<file path="src/rtl/bus_dma.sv">
// rtl/bus_dma.sv - single-channel word-copy DMA with a 16-byte register window and a registered bus initiator port
module bus_dma #(
  parameter logic [31:0] BASE_ADDR = 32'h0004_0000
) (
  input  logic        clk,
  input  logic        rst,
  input  logic [31:0] addr,
  input  logic [31:0] wdata,
  input  logic [3:0]  wmask,
  input  logic        wen,
  input  logic        ren,
  output logic [31:0] rdata,
  output logic        ready,
  output logic        active,
  output logic [31:0] bus_addr,
  output logic [31:0] bus_wdata,
  output logic [3:0]  bus_wmask,
  output logic        bus_wen,
  output logic        bus_ren,
  input  logic [31:0] bus_rdata,
  input  logic        bus_done,
  output logic        irq
);

  localparam logic [1:0] S_IDLE = 2'd0;
  localparam logic [1:0] S_RD   = 2'd1;
  localparam logic [1:0] S_WR   = 2'd2;

  logic [1:0]  state;
  logic [31:0] src;
  logic [31:0] dst;
  logic [15:0] len;
  logic [15:0] rem;
  logic [31:0] buffer;
  logic        done;
  logic        aborted;
  logic        abort_req;
  logic        issue;
  logic        zero_done;

  logic        busy;
  logic        wr_hit;
  logic        ctrl_wr;
  logic        start;
  logic        rd_fin;
  logic        wr_fin;
  logic        done_set;
  logic [31:0] rd_val;
  logic [31:0] src_new;
  logic [31:0] dst_new;

  function automatic logic [31:0] merge(input logic [31:0] old_v,
                                        input logic [31:0] new_v,
                                        input logic [3:0]  m);
    logic [31:0] r;
    r = old_v;
    for (int i = 0; i < 4; i++) begin
      if (m[i]) r[8*i +: 8] = new_v[8*i +: 8];
    end
    return r;
  endfunction

  assign active   = (addr[31:4] == BASE_ADDR[31:4]);
  assign busy     = (state != S_IDLE);
  assign wr_hit   = wen & active;
  assign ctrl_wr  = wr_hit & (addr[3:2] == 2'd3) & wmask[0];
  assign start    = ctrl_wr & wdata[0] & ~busy;
  assign rd_fin   = (state == S_RD) & bus_ren & bus_done;
  assign wr_fin   = (state == S_WR) & bus_wen & bus_done;
  // A pending abort on the last word still ends as aborted, so done is only set on a clean finish.
  assign done_set = zero_done | (wr_fin & (rem == 16'd1) & ~abort_req);
  assign irq      = done;

  assign src_new = merge(src, wdata, wmask) & 32'hFFFF_FFFC;
  assign dst_new = merge(dst, wdata, wmask) & 32'hFFFF_FFFC;

  always_comb begin
    rd_val = 32'h0;
    case (addr[3:2])
      2'd0:    rd_val = src;
      2'd1:    rd_val = dst;
      2'd2:    rd_val = {16'h0, len};
      default: rd_val = {rem, 13'h0, aborted, done, busy};
    endcase
  end

  always_ff @(posedge clk or posedge rst) begin
    if (rst) begin
      state     <= S_IDLE;
      src       <= 32'h0;
      dst       <= 32'h0;
      len       <= 16'h0;
      rem       <= 16'h0;
      buffer    <= 32'h0;
      done      <= 1'b0;
      aborted   <= 1'b0;
      abort_req <= 1'b0;
      issue     <= 1'b0;
      zero_done <= 1'b0;
      ready     <= 1'b0;
      rdata     <= 32'h0;
      bus_addr  <= 32'h0;
      bus_wdata <= 32'h0;
      bus_wmask <= 4'h0;
      bus_wen   <= 1'b0;
      bus_ren   <= 1'b0;
    end else begin
      ready     <= (wen | ren) & active;
      rdata     <= (ren & active) ? rd_val : 32'h0;
      zero_done <= start & (len == 16'h0);

      if (done_set) begin
        done <= 1'b1;
      end else if (ctrl_wr & wdata[1]) begin
        done <= 1'b0;
      end

      if (wr_hit & ~busy) begin
        case (addr[3:2])
          2'd0: src <= src_new;
          2'd1: dst <= dst_new;
          2'd2: begin
            if (wmask[0]) len[7:0]  <= wdata[7:0];
            if (wmask[1]) len[15:8] <= wdata[15:8];
          end
          default: ;
        endcase
      end

      if (ctrl_wr & wdata[2] & busy) abort_req <= 1'b1;

      // Each strobe rises one edge after 'issue' is set, which gives the idle cycle between transactions.
      case (state)
        S_IDLE: begin
          if (start) begin
            aborted   <= 1'b0;
            abort_req <= 1'b0;
            if (len != 16'h0) begin
              state <= S_RD;
              rem   <= len;
              issue <= 1'b1;
            end
          end
        end
        S_RD: begin
          if (issue) begin
            bus_ren  <= 1'b1;
            bus_addr <= src;
            issue    <= 1'b0;
          end else if (rd_fin) begin
            bus_ren <= 1'b0;
            buffer  <= bus_rdata;
            if (abort_req) begin
              state     <= S_IDLE;
              aborted   <= 1'b1;
              abort_req <= 1'b0;
            end else begin
              state <= S_WR;
              issue <= 1'b1;
            end
          end
        end
        S_WR: begin
          if (issue) begin
            bus_wen   <= 1'b1;
            bus_wmask <= 4'hF;
            bus_addr  <= dst;
            bus_wdata <= buffer;
            issue     <= 1'b0;
          end else if (wr_fin) begin
            bus_wen   <= 1'b0;
            bus_wmask <= 4'h0;
            src       <= src + 32'd4;
            dst       <= dst + 32'd4;
            rem       <= rem - 16'd1;
            if (abort_req) begin
              state     <= S_IDLE;
              aborted   <= 1'b1;
              abort_req <= 1'b0;
            end else if (rem == 16'd1) begin
              state <= S_IDLE;
            end else begin
              state <= S_RD;
              issue <= 1'b1;
            end
          end
        end
        default: begin
          state <= S_IDLE;
        end
      endcase
    end
  end

endmodule

</file>
<file path="config.mk">
export PLATFORM = sky130hd
export DESIGN_NAME = bus_dma
export DESIGN_NICKNAME = d
export VERILOG_FILES = /design/src/rtl/bus_dma.sv
export SDC_FILE = /design/constraint.sdc
export NUM_CORES = 1
export LEC_CHECK = 0
export CAP_MARGIN = 25
export CORE_MARGIN = 5
export CORE_UTILIZATION = 53
export DETAILED_ROUTE_END_ITERATION = 10
export GPL_TIMING_DRIVEN = 0
export PLACE_DENSITY = 0.88
export SLEW_MARGIN = 40
export SYNTH_ARGS = -nofsm -noshare
export SYNTH_HDL_FRONTEND = slang
export SYNTH_SLANG_ARGS = --single-unit
</file>
<file path="constraint.sdc">
create_clock -name clk -period 8.75 [get_ports clk]
set_input_delay 1.3125 -clock clk [delete_from_list [all_inputs] [get_ports clk]]
set_output_delay 1.3125 -clock clk [all_outputs]
set_load 0.005 [all_outputs]
</file>
==> results of run 1 <==
-- state kept, by name, indices dropped and copies added, names as in the netlist --
signal	count
bus_wdata	32
len	16
irq	1
buffer	32
zero_done	1
src	32
state	2
abort_req	1
aborted	1
rdata	32
bus_wmask	1
ready	1
bus_ren	1
issue	1
dst	32
bus_addr	32
rem	16
-- logic make-up after synthesis --
logic type	count (synthesis)	synth area share (%)
and+or+nand+nor	433	18.7
AOI/OAI and AO/OA	235	13.3
DFF	234	49.1
muxes	155	14.2
buffers and inverters	101	3.42
adders and majority gates	8	0.839
xor gates and xnor gates	6	0.440
-- power breakdown --
part	total (mW)	leakage (nW)	switching, mW	internal, mW
Clock	1.23	0.472	0.449	0.782
Combinational	1.48	3.04	0.773	0.711
Sequential	1.62	3.04	0.254	1.36
Total	4.33	6.55	1.48	2.86
-- synthesized netlist by cell type, drive strengths merged (7+ instances only) --
| library cell | count | area share (%) |
|---|---|---|
| mux2i | 70 | 5.9 |
| a31oi | 13 | 0.68 |
| o221a | 12 | 1.1 |
| dfrtp | 234 | 49 |
| a21oi | 65 | 2.7 |
| and4 | 13 | 0.95 |
| nand2 | 80 | 2.5 |
| nand2b | 10 | 0.52 |
| a211oi | 15 | 0.94 |
| nor4 | 24 | 1.4 |
| or3 | 7 | 0.37 |
| buf | 24 | 0.99 |
| nor2 | 110 | 3.5 |
| inv | 21 | 0.66 |
| o21a | 7 | 0.44 |
| ha | 8 | 0.84 |
| o21ai | 51 | 2.1 |
| and3 | 26 | 1.4 |
| clkbuf | 55 | 1.7 |
| nand3 | 45 | 1.9 |
| nand4 | 32 | 1.7 |
| or4 | 7 | 0.47 |
| mux2 | 82 | 7.7 |
| and2 | 13 | 0.68 |
| nor3 | 42 | 1.8 |
-- area by class of cell --
cell class / count / area (um^2)
sequential: 234 / 5860
timing repair buffer: 209 / 2130
multi-input combinational: 837 / 5710
fill: 1638 / 7000
clock inverter: 10 / 203
tap: 285 / 357
inverter: 22 / 90.1
clock buffer: 38 / 767
buffer: 79 / 325
-- path summary, 6_finish.rpt --
| path | startpoint | to | slack [ns] | cells past startpoint |
|---|---|---|---|---|
| worst max register to register | state[1]$_DFFE_PP0P_ | src[9]$_DFF_PP0_ | 5.51 | 7 |
| worst max-delay path | addr[27] | active | 3.42 | 6 |
| min in group asynchronous | rst | buffer[30]$_DFFE_PP0P_ | 1.25 | 2 |
| worst min register to register | zero_done$_DFF_PP0_ | irq$_DFFE_PP0P_ | 0.47 | 1 |
| worst min-delay path | zero_done$_DFF_PP0_ | irq$_DFFE_PP0P_ | 0.47 | 1 |
| max in group asynchronous | rst | dst[14]$_DFF_PP0_ | 6.68 | 3 |
-- per-stage QoR --
stage / setup TNS (ns) / worst slack (ns)
after floorplan: 0 / 1.02
after global placement: -409.35 / -1.76
after detailed placement: 0 / 3.48
after CTS: 0 / 3.48
after global routing: 0 / 3.32
final: 0 / 3.42
-- per-layer routing --
metal	global-route usage, %	wire [um]	vias to the layer above	part of all wire, %
met4	12.7	1930	0	4.8
met3	6.79	4220	139	10
met1	41.3	15900	5353	39
li1	-	-	4832	-
met2	48.3	18400	732	45
met5	0	0	-	0
-- worst max-delay path: stages --
cell and delay, ns:
clkdlybuf4s50_1 0.39, or4_1 0.64, or3_1 0.34, buf_2 0.21, nor2_1 0.48, clkdlybuf4s50_1 0.65
-- layout by cell type (no fill, tap or decap), types with 8 or more instances in the layout --
master,n
nor4_1,20
mux2_2,82
inv_1,20
nand2_1,80
nor3_1,39
nand2b_1,10
and4_1,13
nand3_1,45
clkbuf_1,60
clkdlybuf4s50_1,207
o221a_2,12
nand4_1,31
a21oi_1,65
dfrtp_1,234
mux2i_1,70
and3_1,26
clkbuf_16,27
a211oi_1,15
ha_1,8
nor2_1,110
o21ai_0,50
and2_1,13
a31oi_1,13
buf_1,15
==> flow_metrics.tcl, run 1 <==
set metrics [dict create \
    status "finished clean" \
    io_buffers 207 \
    cts_tree "yes" \
    finalWirelength_um 40400 \
    root_buffer "clkbuf_16" \
    layout-drive-gt1-share_pct 12.2 \
    die_w_um 160 \
    cp-start-kind "input pin" \
    p_leak_nw 6.55 \
    final.setup_skew_ns 0.0193 \
    fin_crit_sh_pct 60.9 \
    power_density_mw_per_mm2 281 \
    max_cap_violations 0 \
    synth-edff-count 0 \
    critPathKind "input pin to output pin" \
    cts.clk_slew.worst_paths_ns 0.06 \
    die-area_mm2 0.0256 \
    holdCritPathClass "flop to flop" \
    die_h_um 160 \
    ctsHoldBuffers 0 \
    drt-pass1-iter-count 6 \
    yosys_warnings 0 \
    async_flop_share_pct 100 \
    globalRouteOverflowTotal 0 \
    place_area_mm2 0.0145 \
    htree_levels 1 \
    layoutNonFillerInstCount 1714 \
    syn2layout_area_growth_pct 29.3 \
    drt_iter0_markers 1352 \
    cts_made_buffers 26 \
    synthFlopType "dfrtp_1" \
    synthesis.nets 1285 \
    arrival_ns 4.02 \
    first_global_vias 11000 \
    post-place-cells 1666 \
    syn_area_per_cell_um2 10.2 \
    initial_core_util_pct 53.2 \
    core_mm2 0.0224 \
    postSynthCellCount 1172 \
    drc 0 \
    vdd_drop_max_mv 0.210 \
    hold_violations 0 \
    row_count 55 \
    power_mw 4.33 \
    ant_nets 0 \
    diodes 0 \
    slew_viol_final 0 \
    track_usage_pct 30.6 \
    postCtsSetupBuffers 0 \
    wl_per_cell_um 23.6 \
    ys_ff_latch 234 \
    setup_violations 0 \
    place_congestion 0.991 \
    viasPerCell 6.45 \
    vias 11100 \
    netlist_area_mm2 0.0119 \
    grt_pass1_wl_um 62400 \
    crit_path_end_kind "output pin" \
    post-route-util_pct 68.8 \
    worstMarginPinSlew_ns 0.923 \
    grt_setup_unrepaired "no" \
    grt_max_degree 82 \
    antenna_found_initial 0 \
    clock-sinks 234 \
    required_ns 7.44 \
    clockBufferDepth 3 \
    fin_area_mm2 0.0154 \
    yosysSeqAreaShare_pct 49.1 \
    fin_hold_ws_ns 0.471 \
    io_pins 210 \
    min_period_ns 5.33 \
    fmaxAchievable_ghz 0.188 \
    worstSkewPairLatency_ns 0.54 \
    final_nets 1522 \
    synth.distinct_cells 75 \
    dp_hpwl_um 29500 \
    path_max_fanout 10 \
    cts_resized 0 \
    relSlewSlack_pct 37.9 \
]
(Power assumes the default switching activity.)
==> inputs of run 2 (changes only) <==
CORE_UTILIZATION = 48   (was 53)
PLACE_DENSITY = 0.85   (was 0.88)
clock period = 4.4 ns   (was 8.75 ns; I/O delays follow)
==> run 2 against run 1 <==
Compared with the run above:
- count of clock-buffer cells in the layout down 3
- register-to-register slack worse by 4.3 ns
- worst hold slack worse by 0.042 ns
- cell area up 0.32%
- clock skew down 0.0035 ns
- die area up 9.7%
- core utilization down 5.3 points
- critical endpoint unchanged
- largest cell class unchanged
==> flow_metrics.tcl, run 2 (same netlist as run 1, synthesis figures left out) <==
set metrics [dict create \
    worstMarginPinSlew_ns 0.863 \
    ant_nets 0 \
    place_area_mm2 0.0147 \
    power_density_mw_per_mm2 533 \
    io_pins 210 \
    fmaxAchievable_ghz 0.250 \
    viasPerCell 6.27 \
    ctsHoldBuffers 0 \
    clkPwrFrac_pct 25.5 \
    met1_usage_pct 37.0 \
    arrival_ns 3.34 \
    relSlewSlack_pct 42.0 \
    use_met3_pct 6.39 \
    htree_levels 1 \
    fin_area_mm2 0.0155 \
    dp_slack_ns 0.454 \
    path_max_fanout 10 \
    cp-start-kind "input pin" \
    holdCritPathClass "input pin to async pin" \
    crit_path_end_kind "output pin" \
    setup_violations 0 \
    clockBufferDepth 3 \
    die-area_mm2 0.0281 \
    max_cap_violations 0 \
    layout-drive-gt1-share_pct 12.6 \
    vdd_drop_max_mv 0.414 \
    io_buffers 207 \
    fin_crit_sh_pct 90.9 \
    grt_pass1_wl_um 61800 \
    globalRouteOverflowTotal 0 \
    final_common_cell "dfrtp_1" \
    p_sw_mw 2.87 \
    antenna_found_initial 1 \
    cts_made_buffers 25 \
    internal_power_mw 5.38 \
    post-route-util_pct 63.5 \
    final.setup_skew_ns 0.0157 \
    clock-sinks 234 \
    min_period_ns 4.00 \
    postCtsSetupBuffers 0 \
    hold_violations 0 \
    power_mw 8.26 \
    row_count 57 \
    dp_hpwl_um 30400 \
    syn2layout_area_growth_pct 29.8 \
    diodes 0 \
    cts_tree "yes" \
    combPwrFrac_pct 35.6 \
    wl_per_cell_um 22.7 \
    drc 0 \
    finalWorstSetupSlack_ns 0.400 \
    required_ns 3.74 \
    p_leak_nw 6.55 \
    core_mm2 0.0244 \
    track_usage_pct 27.5 \
    die_h_um 168 \
    vias 11000 \
    first_global_vias 10900 \
    grt_setup_unrepaired "no" \
    fill_cells 1947 \
    drt_iter0_markers 1283 \
    die_w_um 168 \
    layout_common_cells "234 x dfrtp_1, 207 x clkdlybuf4s50_1, 110 x nor2_1, 82 x mux2_2, 80 x nand2_1" \
    busiest_layer "met2" \
    drt-pass1-iter-count 7 \
    initial_core_util_pct 48.9 \
    finalWirelength_um 40000 \
    tns_ns 0 \
    use_met2_pct 43.7 \
    pwr-share-seq_pct 38.9 \
    status "finished clean" \
    grt_max_degree 29 \
    critPathKind "input pin to output pin" \
    cts.clk_slew.worst_paths_ns 0.06 \
    worstSkewPairLatency_ns 0.52 \
    swShare_pct 34.8 \
    final_nets 1529 \
    root_buffer "clkbuf_16" \
    place_congestion 1.01 \
    cts_resized 0 \
    slew_viol_final 0 \
]
-- run 2: cell type report --
type	instances	area [um^2]	share of cell area, %
multi-input cells	837	5700	36.8
plain buffers	79	327	2.11
clock inverters	10	106	0.687
inverters	22	86.3	0.557
flip-flops and latches	234	5860	37.8
repair buffers	217	2290	14.8
well taps	324	405	2.62
clock buffers	35	713	4.61
-- run 2: power by group through the flow --
stage | Sequential (mW) | Combinational, mW | Clock, mW
3_5_place_dp | 3.22 | 2.88 | 0
5_1_grt | 3.27 | 3.17 | 2.22
3_3_place_gp | 3.18 | 2.77 | 0
6_report | 3.21 | 2.94 | 2.11
2_1_floorplan | 3.08 | 1.71 | 0
4_1_cts | 3.19 | 2.91 | 2.13
-- run 2: layer usage --
metal	wire length, um	part of all wire, %
met1	15400	38
met2	18200	45
met3	4580	11
met4	1890	4.7
met5	0	0
-- run 2: final timing paths --
check | slack [ns] | start | to | cells after the start
max in group asynchronous | 3.15 | rst | src[27]$_DFF_PP0_ | 5
max reg2reg | 1.22 | state[0]$_DFFE_PP0P_ | src[11]$_DFF_PP0_ | 8
min | 0.43 | rst | buffer[4]$_DFFE_PP0P_ | 2
max | 0.40 | addr[27] | active | 6
min in group clk | 0.47 | zero_done$_DFF_PP0_ | irq$_DFFE_PP0P_ | 1
min reg2reg | 0.47 | zero_done$_DFF_PP0_ | irq$_DFFE_PP0P_ | 1
-- run 2: through the flow --
stage,hold WS [ns],cells
finish,0.429,1758
global route,0.448,1758
CTS,0.423,1758
detailed placement,0.444,1713
global placement,0.444,1703
floorplan,0.423,1172
-- run 2: critical path, stage by stage --
cell and delay [ns]:
clkdlybuf4s50_1 0.39, or4_1 0.67, or3_1 0.36, buf_2 0.20, nor2_1 0.43, clkdlybuf4s50_1 0.63
==> inputs of run 3 (changes only) <==
HOLD_SLACK_MARGIN = 0.15   (was unset)
SETUP_SLACK_MARGIN = 0.1   (was unset)
==> results of run 3 <==
Same layout as run 2: the final DEF is identical, and so are final timing and power.
